`src/rtl/toggle_arb_pkg.sv`:
```
// toggle_arb_pkg: shared types, widths and legal parameter ranges for toggle_arbiter
package toggle_arb_pkg;
    typedef enum logic {IDLE, GRANT} state_t;
    localparam int N_REQ_MIN = 2;
    localparam int N_REQ_MAX = 16;
    localparam int MAX_HOLD_MIN = 1;
    localparam int MAX_HOLD_MAX = 255;
    localparam int HOLD_W = 8;
    function automatic int ptr_w(input int n);
        return (n > 1) ? $clog2(n) : 1;
    endfunction
endpackage

```
`src/rtl/toggle_arbiter_rr_pick.sv`:
```
// rr_pick: combinational round-robin one-hot picker, first eligible index at or after ptr
module rr_pick
    import toggle_arb_pkg::*;
#(
    parameter int N = 4
) (
    input  logic [N-1:0]        elig,
    input  logic [ptr_w(N)-1:0] ptr,
    output logic [N-1:0]        win,
    output logic                valid
);
    logic [N-1:0] r;
    logic [N-1:0] w;
    // rotate so ptr lands at bit 0, take the lowest set bit, rotate back
    assign r     = N'({elig, elig} >> ptr);
    assign w     = r & (~r + N'(1));
    assign win   = N'(({w, w} << ptr) >> N);
    assign valid = |elig;
endmodule

```
`src/rtl/toggle_arbiter.sv`:
```
// toggle_arbiter: round-robin sharing of one toggle state machine (A <= A ^ X ^ Y) among N_REQ requesters.
// Define TOGGLE_ARB_LOCK_EN to let a granted requester hold the grant for up to MAX_HOLD cycles.
module toggle_arbiter
    import toggle_arb_pkg::*;
#(
    parameter int N_REQ    = 4,
    parameter int MAX_HOLD = 8
) (
    input  logic             CLK,
    input  logic             RST,
    input  logic [N_REQ-1:0] req,
    input  logic [N_REQ-1:0] x_in,
    input  logic [N_REQ-1:0] y_in,
    input  logic [N_REQ-1:0] lock,
    output logic [N_REQ-1:0] gnt,
    output logic             sm_x,
    output logic             sm_y,
    input  logic             sm_a,
    output logic [N_REQ-1:0] done,
    output logic             a_out
);
    localparam int PW = ptr_w(N_REQ);

    if (N_REQ < N_REQ_MIN || N_REQ > N_REQ_MAX ||
        MAX_HOLD < MAX_HOLD_MIN || MAX_HOLD > MAX_HOLD_MAX) begin : g_bad_param
        $error("toggle_arbiter: parameter out of range");
    end

    state_t            state;
    logic [PW-1:0]     ptr;
    logic [PW-1:0]     ptr_next;
    logic [N_REQ-1:0]  elig;
    logic [N_REQ-1:0]  win;
    logic              valid;
    logic              ext;

`ifdef TOGGLE_ARB_LOCK_EN
    logic [HOLD_W-1:0] hold;
    assign ext = (state == GRANT) && |(gnt & lock & req) && (hold < HOLD_W'(MAX_HOLD - 1));
`else
    logic unused_lock;
    assign unused_lock = ^lock;
    assign ext = 1'b0;
`endif

    // the requester granted this cycle sits out the next pick
    assign elig = (state == GRANT) ? (req & ~gnt) : req;

    rr_pick #(.N(N_REQ)) u_pick (
        .elig  (elig),
        .ptr   (ptr),
        .win   (win),
        .valid (valid)
    );

    always_comb begin
        ptr_next = ptr;
        for (int i = 0; i < N_REQ; i++)
            if (win[i]) ptr_next = (i == N_REQ - 1) ? '0 : PW'(i + 1);
    end

    assign sm_x = |(gnt & x_in);
    assign sm_y = |(gnt & y_in);

    always_ff @(posedge CLK or negedge RST) begin
        if (!RST) begin
            state <= IDLE;
            gnt   <= '0;
            done  <= '0;
            a_out <= 1'b0;
            ptr   <= '0;
`ifdef TOGGLE_ARB_LOCK_EN
            hold  <= '0;
`endif
        end else begin
            done  <= gnt;
            // capture the value the state machine takes at this same edge
            a_out <= sm_a ^ sm_x ^ sm_y;
            if (ext) begin
                state <= GRANT;
`ifdef TOGGLE_ARB_LOCK_EN
                hold  <= hold + 1'b1;
`endif
            end else begin
                state <= valid ? GRANT : IDLE;
                gnt   <= win;
                if (valid) ptr <= ptr_next;
`ifdef TOGGLE_ARB_LOCK_EN
                hold  <= '0;
`endif
            end
        end
    end
endmodule

```
`config.mk`:
```
export PLATFORM = sky130hd
export DESIGN_NAME = toggle_arbiter
export DESIGN_NICKNAME = d
export VERILOG_FILES = /design/src/rtl/toggle_arb_pkg.sv /design/src/rtl/toggle_arbiter_rr_pick.sv /design/src/rtl/toggle_arbiter.sv
export SDC_FILE = /design/constraint.sdc
export NUM_CORES = 1
export LEC_CHECK = 0
export ABC_CLOCK_PERIOD_IN_PS = 3400
export BUFFER_PORTS_ARGS = -buffer_cell sky130_fd_sc_hd__buf_2
export CAP_MARGIN = 10
export CORE_AREA = 5 5 42 44
export CTS_CLUSTER_DIAMETER = 30
export DETAILED_ROUTE_END_ITERATION = 10
export DIE_AREA = 0 0 47 49
export GPL_TIMING_DRIVEN = 0
export PLACE_DENSITY = 0.76
export SYNTH_ARGS = -nofsm -noshare
export SYNTH_HDL_FRONTEND = slang
export SYNTH_HIERARCHICAL = 1
export SYNTH_SLANG_ARGS = --single-unit
```
`constraint.sdc`:
```
create_clock -name CLK -period 3.4 [get_ports CLK]
set_clock_uncertainty 0.1 [all_clocks]
set_input_delay 0.34 -clock CLK [delete_from_list [all_inputs] [get_ports CLK]]
set_output_delay 0.34 -clock CLK [all_outputs]
set_load 0.02 [all_outputs]
```
---- After elaboration in Yosys (flattened, before gate mapping) ----
Cells that the tools add are included.
operators by class
  div/mod/pow operators ................... 0
  add/subtract/negate cells ............... 1
  bitwise operators ....................... 8
  reductions and logical operators ........ 5
  shifts and indexed selects .............. 2
  equal/unequal tests ..................... 0
  mux-type cells .......................... 6
  $mul .................................... 0
  order comparisons ....................... 0
operator list
  cell                                         number
  AND 4 bit                                    4
  OR reduction 4 bit                           3
  2-to-1 mux 2 bit                             4
  inverter 4 bit                               2
  left shift 8 x 2 -> 8 bit                    1
  >> shifter 8 x 2 -> 4 bit                    1
  adder 4 x 1 -> 4 bit, second input constant  1
  2-to-1 mux 4 bit                             1
  nonzero test 4 bit                           1
  AND reduction 2 bit                          1
  bitwise XOR 1 bit                            2
  2-to-1 mux 1 bit                             1
word-level totals
  bits of input ports ..................... 19
  latch bits .............................. 0
  output and inout bits ................... 11
  word-level logic and storage cells ...... 27
  RAM bits ................................ 0
  memory bits (read-only) ................. 0
  register bits after elaboration ......... 12
  memories kept ........................... 0

---- Depth between registers and ports, before layout ----
  word-level depth ........................ 12
  mapped depth ............................ 7
  gate-level depth less buffers ........... 7

---- Cells and area by module ----
The synthesis kept the hierarchy.
by module, submodules not included
  module          cells each  instances  area each (µm²)  seq. area each (µm²)
  toggle_arbiter  31          1          450.4            300.3
  rr_pick         19          1          117.6            0.0

---- Worst setup path before layout ----
OpenSTA, ideal clock, no wires.
  path type ............................... register to register
  from .................................... reg gnt[2]
  to ...................................... reg ptr[0]
  buffers on the path ..................... 0
  period minus slack after synthesis ...... 1.964 ns
  arrival ................................. 1.742 ns
  setup time .............................. 0.123 ns
  stages on the path, launching flop included .. 8
  setup slack ............................. 1.436 ns
  required time ........................... 3.177 ns
  path through ............................ dfrtp_1 -> a21boi_0 -> a2bb2oi_2 -> o22ai_1 -> and2_1 -> nor2_1 -> a21oi_1 -> o221a_2
on the way
  elaborated cells on any way between the ends .. 14
  those cells by class .................... add/sub (1); shift (2); mux (4); bitwise (4); reduce/logical (3)
RTL lines
  what                               line                          RTL
  from (decl)                        toggle_arbiter.sv:15          output logic [N_REQ-1:0] gnt,
  from (signal assigned)             toggle_arbiter.sv:86          gnt <= win;
  inverter 4 bit (*)                 toggle_arbiter.sv:47          assign elig = (state == GRANT) ? (req & ~gnt) : req;
  AND 4 bit (*)                      toggle_arbiter.sv:47
  2-to-1 mux 4 bit (*)               toggle_arbiter.sv:47
  via elig[2]                        toggle_arbiter.sv:32          logic [N_REQ-1:0] elig;
  >> shifter 8 x 2 -> 4 bit (*)      toggle_arbiter_rr_pick.sv:15  assign r = N'({elig, elig} >> ptr);
  inverter 4 bit                     toggle_arbiter_rr_pick.sv:16  assign w = r & (~r + N'(1));
  adder 4 x 1 -> 4 bit               toggle_arbiter_rr_pick.sv:16
  AND 4 bit (*)                      toggle_arbiter_rr_pick.sv:16
  left shift 8 x 2 -> 8 bit (*)      toggle_arbiter_rr_pick.sv:17  assign win = N'(({w, w} << ptr) >> N);
  via win[0]                         toggle_arbiter.sv:33          logic [N_REQ-1:0] win;
  nonzero test 4 bit (no line) (*)   -
  AND reduction 2 bit (no line) (*)  -
  to (signal assigned)               toggle_arbiter.sv:87          if (valid) ptr <= ptr_next;
  to (decl)                          toggle_arbiter.sv:30          logic [PW-1:0] ptr;
The timed path passes the listed nets; every way through them passes the cells marked *.
A chain may end at the register's enable or synchronous reset.

---- Worst setup path after layout ----
  from .................................... reg gnt[3]
  to ...................................... reg ptr[0]
The elaborated chain is that of the path after synthesis.

==> impl_metrics.json <==
{
  "rsz0062_at_grt": "no",
  "syn_inst": 50,
  "synth_common_cells": "dfrtp_1 (12), a21boi_0 (4), nand2_1 (4), nor2_1 (4)",
  "diodes": 0,
  "worstSkewPairLatency_ns": 0.26,
  "fp.dieH_um": 49,
  "fmax_mhz": 456,
  "timing.rr.start": "gnt[3]$_DFF_PN0_",
  "synthFlopType": "dfrtp_1",
  "viasPerCell": 5.32,
  "ant_nets": 0,
  "portBuffers": 25,
  "first_pass_iters": 4,
  "grt_max_degree": 13,
  "hp-start": "sm_a",
  "antenna_found_initial": 0,
  "final_max_slew_viol_count": 0,
  "rows": 14,
  "yosysTopAreaCell": "dfrtp_1",
  "r2r_setup_slack_ns": 1.21,
  "initial_core_util_pct": 40.5,
  "cts_num_sinks": 12,
  "hp-class": "input port to flop",
  "drive_above_1_share_pct": 43.0,
  "hold_viol": 0,
  "synth_nets": 69,
  "path_class": "flop to flop",
  "drc": 0,
  "synth_warnings": 6,
  "vias": 505,
  "ys_ff_latch": 12,
  "cts_htree_levels": 1,
  "crit_fanout": 6,
  "synth_top_area_share_pct": 52.9,
  "dieArea_um2": 2300,
  "place_ws_ns": 1.30,
  "postLayoutSetupSlackWorst_ns": 1.21,
  "gp_congestion": 0.823,
  "hold_depth": 2,
  "drt_iter0_markers": 10,
  "hold_path_end": "a_out$_DFF_PN0_",
  "setup_viol": 0,
  "ioPinCount": 30,
  "clock-root-buffer": "clkbuf_4",
  "grt_pass1_wl_mm": 2.06,
  "cp-end-kind": "flop",
  "core_area_um2": 1400,
  "seq_area_frac_synth_pct": 52.9,
  "final_core_util_pct": 53.2,
  "synth_top_cells_by_area": "dfrtp_1 (53%), a21boi_0 (5.3%), a22oi_2 (4.4%)",
  "syn2layout_area_growth_pct": 31.3,
  "vdd_drop_max_uv": 445,
  "post-route-period-util_pct": 64.5,
  "ys_types": 20,
  "tightest_slew_ns": 0.741,
  "powerDensity_nw_per_um2": 917,
  "leakagePower_uw": 0.000386,
  "cp.arrival_ns": 2.23,
  "syn-cell-area_um2": 568,
  "dp_hpwl_mm": 1.03,
  "regToRegEndpoint": "ptr[0]$_DFFE_PN0P_",
  "relSlewSlack_pct": 50.1,
  "nets": 100,
  "setup_tns_ns": 0,
  "cts_resized": 0,
  "wl_per_cell_um": 13.8,
  "worstRegToRegCells": 7,
  "cts_tree": "yes",
  "synth_most_common_cell": "dfrtp_1",
  "cts.path.max_buffers": 2,
  "startpoint_type": "flop",
  "syn_area_per_cell_um2": 11.4,
  "drt_wl_total_mm": 1.31,
  "fin_crit_ns": 2.19,
  "crit_required_ns": 3.44,
  "drv_cap": 0,
  "synth_edf_count": 0,
  "clk_pin_slew_worst_paths_ns": 0.07,
  "dieWidth_um": 47,
  "numCtsBuffers": 3,
  "ys_async_sr_fraction_pct": 100,
  "status": "complete, no violations",
  "grt_use_total_pct": 12.0,
  "first_global_vias": 470,
  "overflow": 0
}
-- cells in the final DEF, fill, tap and decap left out --
cell           instances
o21a_1                 3
xor3_1                 1
a21oi_1                3
clkbuf_4               3
and2_1                 1
inv_1                  2
nor2_1                 4
nand2_2                1
a21boi_0               4
a21o_1                 1
o22ai_1                2
nor2b_1                1
o21ai_0                2
and3_1                 1
dlygate4sd3_1          1
a22oi_1                2
nand2_1                4
nand2b_1               1
o221a_2                2
a2bb2oi_2              1
a22oi_2                2
dfrtp_1               12
buf_2                 25
-- what timing repair did --
item | 4_1_cts | 5_1_grt
hold buffers | 1 | 0
buffers inserted | 0 | 0
endpoints found under the hold margin | 12 | 0
-- metal layers --
layer / GRT usage [%] / vias to the layer above / share of wire (%)
met4: 2.76 / 0 / 0
met5: 0 / - / 0
met1: 15.0 / 235 / 40
met2: 19.9 / 27 / 47
met3: 3.32 / 0 / 13
li1: - / 243 / -
-- metrics by stage --
| stage | power (uW) | std cells | hold WS [ns] | instance area [um^2] |
|---|---|---|---|---|
| after global placement | 593 | 91 | 0.120 | 713 |
| final | 683 | 95 | 0.303 | 746 |
| after CTS | 689 | 95 | 0.294 | 746 |
| after floorplan | 495 | 50 | -0.0556 | 568 |
| after global routing | 739 | 95 | 0.294 | 746 |
| after detailed placement | 606 | 91 | 0.128 | 713 |
-- sequential cells by signal, summed over array words and instances (netlist names) --
name	cells
state	1
done	4
gnt	4
ptr	2
a_out	1
-- power breakdown --
part | internal, uW | leakage [uW] | switching, uW
registers | 200 | 0.000149 | 62.7
logic | 149 | 0.000223 | 191
clock network | 40.8 | 0.0000138 | 39.3
total | 390 | 0.000386 | 293
-- worst max-delay path: stages (launching register included) --
cell      delay [ns]
dfrtp_1         0.44
a21boi_0        0.63
o21a_1          0.22
o22ai_1         0.07
and2_1          0.22
nor2_1          0.10
a21oi_1         0.05
o221a_2         0.25
-- worst max path at each step --
stage                         end  cells past startpoint             start
3_3_place_gp   ptr[1]$_DFFE_PN0P_                      7  gnt[2]$_DFF_PN0_
4_1_cts        ptr[1]$_DFFE_PN0P_                      7  gnt[2]$_DFF_PN0_
5_1_grt        ptr[1]$_DFFE_PN0P_                      7  gnt[2]$_DFF_PN0_
2_1_floorplan  ptr[0]$_DFFE_PN0P_                      7  gnt[2]$_DFF_PN0_
6_report       ptr[0]$_DFFE_PN0P_                      7  gnt[3]$_DFF_PN0_
3_5_place_dp   ptr[1]$_DFFE_PN0P_                      7  gnt[2]$_DFF_PN0_
-- cells by family (layout without fill, tap and decap cells) --
group / count (synthesis) / in the layout / synth area share [%]
compound gates: 22 / 22 / 30.8
xor+xnor: 1 / 1 / 4.18
flops: 12 / 12 / 52.9
simple gates: 13 / 13 / 10.8
buf+inv: 2 / 31 / 1.32
-- area by class of cell --
type,instances,area (um^2)
fillers,145,656
repair buffers,26,135
well taps,16,20.0
flip-flops and latches,12,300
clock buffers,3,22.5
multi-input cells,36,260
inverters,2,7.51
Power figures use the tool's default switching activity.
